--- config.mk ---
export PLATFORM = sky130hd
export DESIGN_NAME = servant_uart_tx
export DESIGN_NICKNAME = d
export VERILOG_FILES = /design/src/rtl/servant_uart_pkg.sv /design/src/rtl/servant_uart_fifo.sv /design/src/rtl/servant_uart_tx.sv
export SDC_FILE = /design/constraint.sdc
export NUM_CORES = 1
export LEC_CHECK = 0
export ABC_CLOCK_PERIOD_IN_PS = 7600
export CORE_AREA = 3 3 104 106
export DETAILED_ROUTE_END_ITERATION = 8
export DIE_AREA = 0 0 107 109
export PLACE_DENSITY = 0.72
export SETUP_SLACK_MARGIN = 0.4
export SLEW_MARGIN = 10
export SYNTH_ARGS = -nofsm -noshare
export SYNTH_HDL_FRONTEND = slang
export SYNTH_SLANG_ARGS = --single-unit
--- constraint.sdc ---
create_clock -name i_clk -period 7.6 [get_ports i_clk]
set_clock_uncertainty 0.05 [all_clocks]
set_input_delay 1.14 -clock i_clk [delete_from_list [all_inputs] [get_ports i_clk]]
set_output_delay 1.14 -clock i_clk [all_outputs]
set_load 0.01 [all_outputs]
--- src/rtl/servant_uart_pkg.sv ---
// Shared definitions for the servant UART transmitter: FSM state encoding,
// bus register offsets and status-word bit positions.
package servant_uart_pkg;

    // Transmit FSM states; PARITY is only entered in the 8E1 build.
    typedef enum logic [2:0] {
        IDLE   = 3'd0,
        START  = 3'd1,
        DATA   = 3'd2,
        PARITY = 3'd3,
        STOP   = 3'd4
    } uart_state_e;

    // Register offsets on the single-bit address bus.
    localparam logic ADR_DATA = 1'b0;
    localparam logic ADR_CTRL = 1'b1;

    // Status word bit positions.
    localparam int STAT_BUSY = 0;
    localparam int STAT_FULL = 1;
    localparam int STAT_OVR  = 2;

    // Pack the status flags into the 32-bit read word.
    function automatic logic [31:0] status_word(input logic busy,
                                                input logic full,
                                                input logic ovr);
        logic [31:0] w;
        w            = '0;
        w[STAT_BUSY] = busy;
        w[STAT_FULL] = full;
        w[STAT_OVR]  = ovr;
        return w;
    endfunction

endpackage

--- src/rtl/servant_uart_fifo.sv ---
// Small synchronous first-word-fall-through FIFO for the UART TX path.
// Pointers carry one extra wrap bit so full and empty are distinguishable.
// A push while full is accepted when a pop happens on the same cycle.
module servant_uart_fifo #(
    parameter int DEPTH = 8,
    parameter int WIDTH = 8
) (
    input  logic             clk_i,
    input  logic             rst_ni,
    input  logic             push_i,
    input  logic             pop_i,
    input  logic [WIDTH-1:0] wdata_i,
    output logic [WIDTH-1:0] rdata_o,
    output logic             full_o,
    output logic             empty_o
);
    localparam int AW = $clog2(DEPTH);

    logic [WIDTH-1:0] mem_q [DEPTH];
    logic [AW:0]      wptr_q;
    logic [AW:0]      rptr_q;
    logic             do_push;
    logic             do_pop;

    assign empty_o = (wptr_q == rptr_q);
    assign full_o  = (wptr_q[AW] != rptr_q[AW]) &&
                     (wptr_q[AW-1:0] == rptr_q[AW-1:0]);
    assign do_pop  = pop_i & ~empty_o;
    assign do_push = push_i & (~full_o | do_pop);

    // Head of queue is visible without a read strobe.
    assign rdata_o = mem_q[rptr_q[AW-1:0]];

    // Pointer update; reset discards any queued bytes.
    always_ff @(posedge clk_i) begin
        if (!rst_ni) begin
            wptr_q <= '0;
            rptr_q <= '0;
        end else begin
            if (do_push) wptr_q <= wptr_q + 1'b1;
            if (do_pop)  rptr_q <= rptr_q + 1'b1;
        end
    end

    // Storage write; contents need no reset since pointers gate visibility.
    always_ff @(posedge clk_i) begin
        if (do_push) mem_q[wptr_q[AW-1:0]] <= wdata_i;
    end

endmodule

--- src/rtl/servant_uart_tx.sv ---
// Wishbone UART transmitter for the servant SoC (MAX1000 uart_txd pin).
// Bytes written to DATA are queued and sent as 8N1 frames at a fixed divisor.
// Build option: define SERVANT_UART_PARITY_EN to insert an even-parity bit (8E1).
module servant_uart_tx
    import servant_uart_pkg::*;
#(
    parameter int CLKS_PER_BIT = 139,
    parameter int FIFO_DEPTH   = 8
) (
    input  logic        i_clk,
    input  logic        i_rst,
    input  logic        i_wb_adr,
    input  logic [7:0]  i_wb_dat,
    input  logic        i_wb_we,
    input  logic        i_wb_cyc,
    output logic [31:0] o_wb_rdt,
    output logic        o_wb_ack,
    output logic        o_tx
);
    localparam int            CW       = $clog2(CLKS_PER_BIT);
    localparam logic [CW-1:0] CNT_LAST = CW'(CLKS_PER_BIT - 1);

    // Bus-side state
    logic        ack_q;
    logic [31:0] rdt_q, rdt_d;
    logic        ovr_q, ovr_d;

    // Serialiser state
    uart_state_e state_q;
    logic [CW-1:0] cnt_q;
    logic [2:0]    bit_q;
    logic [7:0]    shift_q;
    logic          tx_q;
`ifdef SERVANT_UART_PARITY_EN
    logic          par_q;
`endif

    logic       bus_access, wr_data, wr_ctrl, rd_access;
    logic       fifo_full, fifo_empty, fifo_pop;
    logic [7:0] fifo_rdata;
    logic       baud_wrap, load_frame, busy;

    // An access takes effect only on the cycle its ack is generated.
    assign bus_access = i_wb_cyc & ~ack_q;
    assign wr_data    = bus_access &  i_wb_we & (i_wb_adr == ADR_DATA);
    assign wr_ctrl    = bus_access &  i_wb_we & (i_wb_adr == ADR_CTRL);
    assign rd_access  = bus_access & ~i_wb_we;

    assign baud_wrap  = (cnt_q == CNT_LAST);
    // A new frame starts from IDLE, or directly from the last STOP cycle.
    assign load_frame = ~fifo_empty &
                        ((state_q == IDLE) | ((state_q == STOP) & baud_wrap));
    assign fifo_pop   = load_frame;
    assign busy       = ~fifo_empty | (state_q != IDLE);

    servant_uart_fifo #(
        .DEPTH (FIFO_DEPTH),
        .WIDTH (8)
    ) u_fifo (
        .clk_i   (i_clk),
        .rst_ni  (i_rst),
        .push_i  (wr_data),
        .pop_i   (fifo_pop),
        .wdata_i (i_wb_dat),
        .rdata_o (fifo_rdata),
        .full_o  (fifo_full),
        .empty_o (fifo_empty)
    );

    // Next read data and sticky overflow flag.
    always_comb begin
        rdt_d = rdt_q;
        ovr_d = ovr_q;
        if (rd_access) begin
            rdt_d = (i_wb_adr == ADR_DATA) ? status_word(busy, fifo_full, ovr_q) : '0;
        end
        if (wr_ctrl && i_wb_dat[0]) ovr_d = 1'b0;
        if (wr_data && fifo_full && !fifo_pop) ovr_d = 1'b1;
    end

    // Bus registers: single-cycle ack, held read data, overflow flag.
    always_ff @(posedge i_clk) begin
        if (!i_rst) begin
            ack_q <= 1'b0;
            rdt_q <= '0;
            ovr_q <= 1'b0;
        end else begin
            ack_q <= i_wb_cyc & ~ack_q;
            rdt_q <= rdt_d;
            ovr_q <= ovr_d;
        end
    end

    // Transmit FSM with baud counter; o_tx is registered here.
    always_ff @(posedge i_clk) begin
        if (!i_rst) begin
            state_q <= IDLE;
            cnt_q   <= '0;
            bit_q   <= '0;
            shift_q <= '0;
            tx_q    <= 1'b1;
`ifdef SERVANT_UART_PARITY_EN
            par_q   <= 1'b0;
`endif
        end else if (load_frame) begin
            state_q <= START;
            cnt_q   <= '0;
            shift_q <= fifo_rdata;
            tx_q    <= 1'b0;
`ifdef SERVANT_UART_PARITY_EN
            par_q   <= ^fifo_rdata;
`endif
        end else begin
            case (state_q)
                IDLE: begin
                    cnt_q <= '0;
                    tx_q  <= 1'b1;
                end
                START: begin
                    if (baud_wrap) begin
                        cnt_q   <= '0;
                        bit_q   <= '0;
                        state_q <= DATA;
                        tx_q    <= shift_q[0];
                        shift_q <= {1'b0, shift_q[7:1]};
                    end else begin
                        cnt_q <= cnt_q + 1'b1;
                    end
                end
                DATA: begin
                    if (baud_wrap) begin
                        cnt_q <= '0;
                        if (bit_q == 3'd7) begin
`ifdef SERVANT_UART_PARITY_EN
                            state_q <= PARITY;
                            tx_q    <= par_q;
`else
                            state_q <= STOP;
                            tx_q    <= 1'b1;
`endif
                        end else begin
                            bit_q   <= bit_q + 1'b1;
                            tx_q    <= shift_q[0];
                            shift_q <= {1'b0, shift_q[7:1]};
                        end
                    end else begin
                        cnt_q <= cnt_q + 1'b1;
                    end
                end
`ifdef SERVANT_UART_PARITY_EN
                PARITY: begin
                    if (baud_wrap) begin
                        cnt_q   <= '0;
                        state_q <= STOP;
                        tx_q    <= 1'b1;
                    end else begin
                        cnt_q <= cnt_q + 1'b1;
                    end
                end
`endif
                STOP: begin
                    if (baud_wrap) begin
                        cnt_q   <= '0;
                        state_q <= IDLE;
                    end else begin
                        cnt_q <= cnt_q + 1'b1;
                    end
                end
                default: begin
                    state_q <= IDLE;
                    cnt_q   <= '0;
                    tx_q    <= 1'b1;
                end
            endcase
        end
    end

    assign o_wb_ack = ack_q;
    assign o_wb_rdt = rdt_q;
    assign o_tx     = tx_q;

endmodule

Word-level counts from Yosys, hierarchy flattened

Memories as Yosys holds them, arrays and structs flattened. A register that Yosys moved wholly into a read port is not among the register bits.
Cells that the tools add are included.

Output and inout bits: 34
Register bits: 65
Word-level logic and storage cells: 101
Memory bits (writable): 64
Memories kept: 1
Bits of input ports: 13

Reductions and logical operators: 18
$add $sub $neg: 4
Equal/unequal tests: 20
Bitwise logic cells: 21
Multiplexer cells: 26

Memory list:

| name         | depth | width | read ports | clocked after Yosys merged registers in | write ports | RTL line                | RTL |
|---|---|---|---|---|---|---|---|
| u_fifo.mem_q | 8     | 8     | 1          | 1                                       | 1           | servant_uart_fifo.sv:19 | `logic [WIDTH-1:0] mem_q [DEPTH];` |

Operator list:

| cell                                                                  | number |
|---|---|
| 8-bit 2-to-1 mux                                                      | 4 |
| 3-bit 2-to-1 mux                                                      | 9 |
| 8-bit case mux with 2 select lines                                    | 1 |
| 3-bit inequality test, second input constant                          | 5 |
| 5-bit AND reduction                                                   | 3 |
| 2-bit inequality test, second input constant                          | 7 |
| 3-bit case mux with 4 select lines                                    | 1 |
| 1-bit AND                                                             | 9 |
| 1-bit 2-to-1 mux                                                      | 9 |
| 1-bit NOT                                                             | 9 |
| 4-bit by 1-bit adder with 4-bit output, second input constant         | 2 |
| 8-bit by 1-bit adder with 8-bit output, second input constant         | 1 |
| 8-bit equality test, second input constant                            | 1 |
| 3-bit equality test, second input constant                            | 2 |
| 3-bit case mux with 2 select lines                                    | 1 |
| 3-bit nonzero test                                                    | 2 |
| 4-bit equality test                                                   | 1 |
| 1-bit logical AND                                                     | 4 |
| 4-bit AND reduction                                                   | 1 |
| 2-bit nonzero test                                                    | 2 |
| 4-bit OR reduction                                                    | 1 |
| 3-bit by 1-bit adder with 3-bit output, second input constant         | 1 |
| 3-bit by 1-bit equality test with 1-bit output, second input constant | 1 |
| 3-bit by 2-bit equality test with 1-bit output, second input constant | 1 |
| other kinds (9)                                                       | 11 |

Depth between registers and ports, before layout

Word-level depth: 9
Depth in mapped cells: 9
Depth with buffers taken out: 7

Cells and area by module

From an unflattened synthesis, not the netlist that was laid out.

Cell total of the unflattened synthesis: 349
Area, all modules: 4611.9 µm²

Modules (own cells, without submodules):

| module            | seq. area each (µm²) | times used | cells each | area each (µm²) |
|---|---|---|---|---|
| servant_uart_fifo | 2142.1               | 1          | 164        | 2989.1 |
| servant_uart_tx   | 560.5                | 1          | 185        | 1622.8 |

Worst setup path before layout

No wires, ideal clock.

Path kind: input-to-reg
Start: input port i_wb_cyc
End: memory u_fifo.mem_q[0][0] (enable)
Path slack: 4650 ps
Arrival: 2506 ps
Stages on the path: 5
Setup time: 395 ps
Path buffers: 1
Data required time: 7155 ps
Path through: nand3b_1 nor2_1 nand2b_1 clkbuf_1 nor4_1

Longest elaborated chain between the ends: 6

RTL lines:

| element                                | RTL line                | RTL |
|---|---|---|
| start: declaration                     | servant_uart_tx.sv:15   | `input logic i_wb_cyc,` |
| 1-bit AND                              | servant_uart_tx.sv:44   | `assign bus_access = i_wb_cyc & ~ack_q;` |
| 1-bit AND (2 in series)                | servant_uart_tx.sv:45   | `assign wr_data = bus_access & i_wb_we & (i_wb_adr == ADR_DATA);` |
| 1-bit AND                              | servant_uart_fifo.sv:29 | `assign do_push = push_i & (~full_o \| do_pop);` |
| 1-bit 2-to-1 mux                       | servant_uart_fifo.sv:47 | `if (do_push) mem_q[wptr_q[AW-1:0]] <= wdata_i;` |
| 1-bit 2-to-1 mux (implied by the code) | servant_uart_fifo.sv:47 |  |
| end: declaration                       | servant_uart_fifo.sv:19 |  |

No other way between the ends.

Worst setup path after layout

Start: input port i_wb_we
End: memory u_fifo.mem_q[3][6] (enable)

Longest elaborated chain between the ends: 5

RTL lines:

| element                                | RTL line                | RTL |
|---|---|---|
| start: declaration                     | servant_uart_tx.sv:14   | `input logic i_wb_we,` |
| 1-bit AND (2 in series)                | servant_uart_tx.sv:45   |  |
| 1-bit AND                              | servant_uart_fifo.sv:29 |  |
| 1-bit 2-to-1 mux                       | servant_uart_fifo.sv:47 |  |
| 1-bit 2-to-1 mux (implied by the code) | servant_uart_fifo.sv:47 |  |

No other way between the ends.

==> results.txt <==
----------------------------------------------------
[Status]
  Run status ... completed

[Critical path]
  R2R Setup Slk ... 4620 ps
  CP required ... 7530 ps
  Largest stage delay on the critical path ... 950 ps
  Critical Setup Path Class ... input pin to register
  Capturing element type of the critical path ... register
  Critical path data arrival time ... 3210 ps
  Largest delay contributor family on the critical path ... simple AND/OR/NAND/NOR gates
  Ordered list of cells on the worst path ... clkdlybuf4s50_1 > nand3b_1 > nor2_1 > nand2b_1 > nor3_1
  Slowest library cell on the worst path ... sky130_fd_sc_hd__nor3_1
  Startpoint class of the critical path ... input pin
  Count of buffer and inverter cells on the critical path ... 1
  Maximum net fanout on the critical path ... 8

[Pwr]
  Worst IR Drop VDD ... 0.1188 mV
  Standby leakage power ... approximately 1.6 nW
  PD cells ... around 250 mW/mm²

[Global route]
  Vias in the first global route ... ~2.5k
  Maximum number of pins on one net before global-route repair ... 46
  Total congestion overflow ... 0
  Number of antenna violations at the first check in global routing ... 0
  Wire length of the first global-routing pass ... 12.81 mm
  Total global-route track usage ... 0.1451

[Route]
  Post-detailed-route DRC marker count ... 0
  Uppermost routed layer ... met4
  Final routed wire length divided by cell count ... 16.39 µm
  Residual antenna-violating net count after detailed routing ... 0
  Iteration count of the initial detailed-routing pass ... 4
  WL final ... around 8 mm
  Number of design-rule violations left by the first detailed-router iteration ... ~220
  Routed via count divided by cell count ... approximately 5.4
  Met1 wire length ... 3.439 mm
  Met3 WL ... 568 µm
  Via count of the routed design ... 2,629
  Routed length on met2 ... between 3 and 4 mm

[Synth]
  Prevailing post-synth register cell ... sky130_fd_sc_hd__edfxtp_1
  Async set-reset flop share out of synthesis ... 0
  Average cell area after synthesis ... roughly 13 µm²
  Distinct cell type count after synthesis ... 45
  Main area contributors after synthesis ... sky130_fd_sc_hd__edfxtp_1, sky130_fd_sc_hd__dfxtp_1, sky130_fd_sc_hd__mux4_2, sky130_fd_sc_hd__buf_4, sky130_fd_sc_hd__nand3_1
  Total standard cell area after synthesis ... 0.004497 mm²
  Post-synthesis register bit count ... 103
  Dominant cell type by area after synthesis ... sky130_fd_sc_hd__edfxtp_1
  Synthesis warning total ... 0
  EDFF count, synth ... 64
  Post-synthesis instance total ... about 340
  Proportion of netlist area held by the largest area contributor ... 0.4274
  Share of synthesized area occupied by flip-flops and latches ... 0.6010

[Clock tree]
  Total clock buffers created by CTS ... 9
  Total clock sinks ... 103
  Root buf cell ... sky130_fd_sc_hd__clkbuf_8
  Clock insertion delay at the later pin of the skew report ... about 360 ps
  Count of H-tree levels built during CTS ... 3
  Buffers inserted during post-CTS setup optimization ... 0
  CTS hold repair buffers ... 0
  CTS tree ... built
  Buffers from clock root to sink, at most ... 2
  Resized cells post-CTS ... 0
  Clock-pin slew on the worst setup and hold paths ... 100 ps

[Floorplan]
  I/O pin cnt ... 47
  Horizontal die dimension ... 107 µm
  Die Outline Area ... between 0.01 and 0.015 mm²
  Standard-cell row count ... 36
  Initial Util ... 0.4559
  Vert. Die Dim ... 109 µm
  Core area ... 0.009864 mm²

[Final layout]
  Layout Cells excl Fill ... 490
  Layout net count ... 371
  Final design utilization ... 0.4914
  Synth-to-layout area growth ... 7.791%
  Antenna diodes ... 0
  Count of filler cells inserted in the layout ... 839
  Footprint of the flip-flops and latches ... between 0.002 and 0.003 mm²
  Share of final-layout standard cells stronger than drive strength 1 ... 0.1232
  Multi-input gate area in the final layout ... 0.001589 mm²

[Timing]
  Worst slew margin relative to its limit ... 0.2188
  Pin slew with the least headroom to its limit ... 1163 ps
  Top achievable clock speed ... slightly above 300 MHz
  Hold Worst Slack ... 424.6 ps
  Final critical delay including setup and external delays ... 3284 ps
  Final-report setup violation count ... 0
  Final TNS setup ... 0 ps
  Setup repair after global routing missed its margin ... false
  Final Hold Violating Endpoints ... 0
  Slew Viols, Final ... 0
  Ratio of final minimum period to clock period ... 0.4321

[Placed design]
  Port buffer count ... 17
  Placer's final routability congestion estimate ... around 0.79
  Sum of net half-perimeters after detailed placement ... 5.503 mm
  Cells after DPL ... 474

[Flow run]
  Maximum capacitance violations ... 0

[Worst hold path]
  Path class of the lowest-slack min-delay path ... register to register

----------------------------------------------------
flip-flops by register name, summed over array words and instances, names as in the netlist, named ones only:
register	cells
cnt_q	8
u_fifo.wptr_q	4
ovr_q	1
bit_q	3
u_fifo.mem_q	64
state_q	3
shift_q	8
u_fifo.rptr_q	4
o_wb_ack	1
o_wb_rdt	3
o_tx	1
cell type report:
class,instances,area share
clock buffers,10,0.02839
clock inverters,6,0.01213
well taps,133,0.03433
flip-flops and latches,103,0.5576
repair buffers,19,0.03820
inverters,2,0.001549
multi-input cells,217,0.3278
report_power, final:
part | switching, W | total, W | internal, W
clock network | 0.000194 | 0.000330 | 0.000136
registers | 0.0000469 | 0.000670 | 0.000623
logic | 0.0000959 | 0.000188 | 0.0000920
total | 0.000337 | 0.00119 | 0.000852
stage by stage:
step                      total power, W  setup slack, ps  cell area [µm²]
after detailed placement       0.0008709             3954             4651
final                           0.001188             4316             4847
after global placement         0.0008638             4020             4651
after CTS                       0.001196             4352             4847
after global routing            0.001246             4148             4847
after floorplan                0.0008314             4650             4602
cells by family (layout without fill, tap and decap cells):
kind of cell             count (synthesis)  in the layout  synth area share
AND/OR/NAND/NOR                        115            115            0.1400
flip-flops                             103            103            0.6010
buffers and inverters                   51             37           0.06900
multiplexers                            28             28            0.1088
AO/OA/AOI/OAI                           27             27           0.04034
XOR/XNOR                                12             12           0.02337
adder cells (fa/ha/maj)                  6              6           0.01669
other                                    1             29         0.0008339
cells in the final DEF (no fill, tap or decap), types with 3 or more instances in the layout:
cell | Yosys | routed
sky130_fd_sc_hd__nor3b_1 | 5 | 5
sky130_fd_sc_hd__nand3_1 | 31 | 31
sky130_fd_sc_hd__inv_6 | 0 | 3
sky130_fd_sc_hd__conb_1 | 1 | 29
sky130_fd_sc_hd__mux2i_1 | 5 | 5
sky130_fd_sc_hd__and2_1 | 3 | 3
sky130_fd_sc_hd__nor2_1 | 18 | 18
sky130_fd_sc_hd__nand4_1 | 9 | 9
sky130_fd_sc_hd__xnor2_1 | 4 | 4
sky130_fd_sc_hd__dfxtp_1 | 39 | 39
sky130_fd_sc_hd__xor2_1 | 8 | 8
sky130_fd_sc_hd__o21ai_1 | 3 | 3
sky130_fd_sc_hd__ha_1 | 6 | 6
sky130_fd_sc_hd__clkbuf_8 | 0 | 10
sky130_fd_sc_hd__nor2b_1 | 5 | 5
sky130_fd_sc_hd__mux4_2 | 16 | 16
sky130_fd_sc_hd__clkdlybuf4s50_1 | 0 | 17
sky130_fd_sc_hd__nand2b_1 | 6 | 6
sky130_fd_sc_hd__edfxtp_1 | 64 | 64
sky130_fd_sc_hd__nor3_1 | 5 | 5
sky130_fd_sc_hd__nand2_1 | 14 | 14
sky130_fd_sc_hd__a21boi_1 | 7 | 7
sky130_fd_sc_hd__a21oi_1 | 3 | 3
sky130_fd_sc_hd__or3_1 | 5 | 5
sky130_fd_sc_hd__and3_1 | 3 | 3
sky130_fd_sc_hd__o21ai_0 | 3 | 3
sky130_fd_sc_hd__a22oi_1 | 3 | 3
sky130_fd_sc_hd__mux2_2 | 7 | 7
Yosys cell counts (all sizes together) (2+ instances only):
cell	count
edfxtp	64
dfxtp	39
buf	36
nand3	31
nor2	18
mux4	16
nand2	14
clkbuf	13
a21boi	9
nand4	9
xor2	8
mux2	7
ha	6
nand2b	6
nor3	6
o21ai	6
mux2i	5
nor2b	5
nor3b	5
or3	5
xnor2	4
a21oi	3
a22oi	3
and2	3
and3	3
nor4	3
inv	2
nand3b	2
o21a	2
layer usage:
layer / vias to the layer above / GRT usage
met5: - / 0
met4: 0 / 0.05297
met3: 11 / 0.03493
met2: 87 / 0.2307
met1: 1301 / 0.1956
li1: 1230 / -
tightest hold or removal path: cells and delay by family (launching register included):
family / cells / cell delay (ps)
DFF: 1 / 330
AOI/OAI and AO/OA: 1 / 60
and+or+nand+nor: 1 / 50
worst paths after layout:
| check | from | endpoint | cells after the start |
|---|---|---|---|
| worst max-delay path | i_wb_we | u_fifo.mem_q[3][6] | 5 |
| worst max register to register | cnt_q[0] | u_fifo.mem_q[3][6] | 7 |
| worst min-delay path | bit_q[1] | bit_q[1] | 2 |
| worst min register to register | bit_q[1] | bit_q[1] | 2 |
Power figures use the tool's default switching activity.
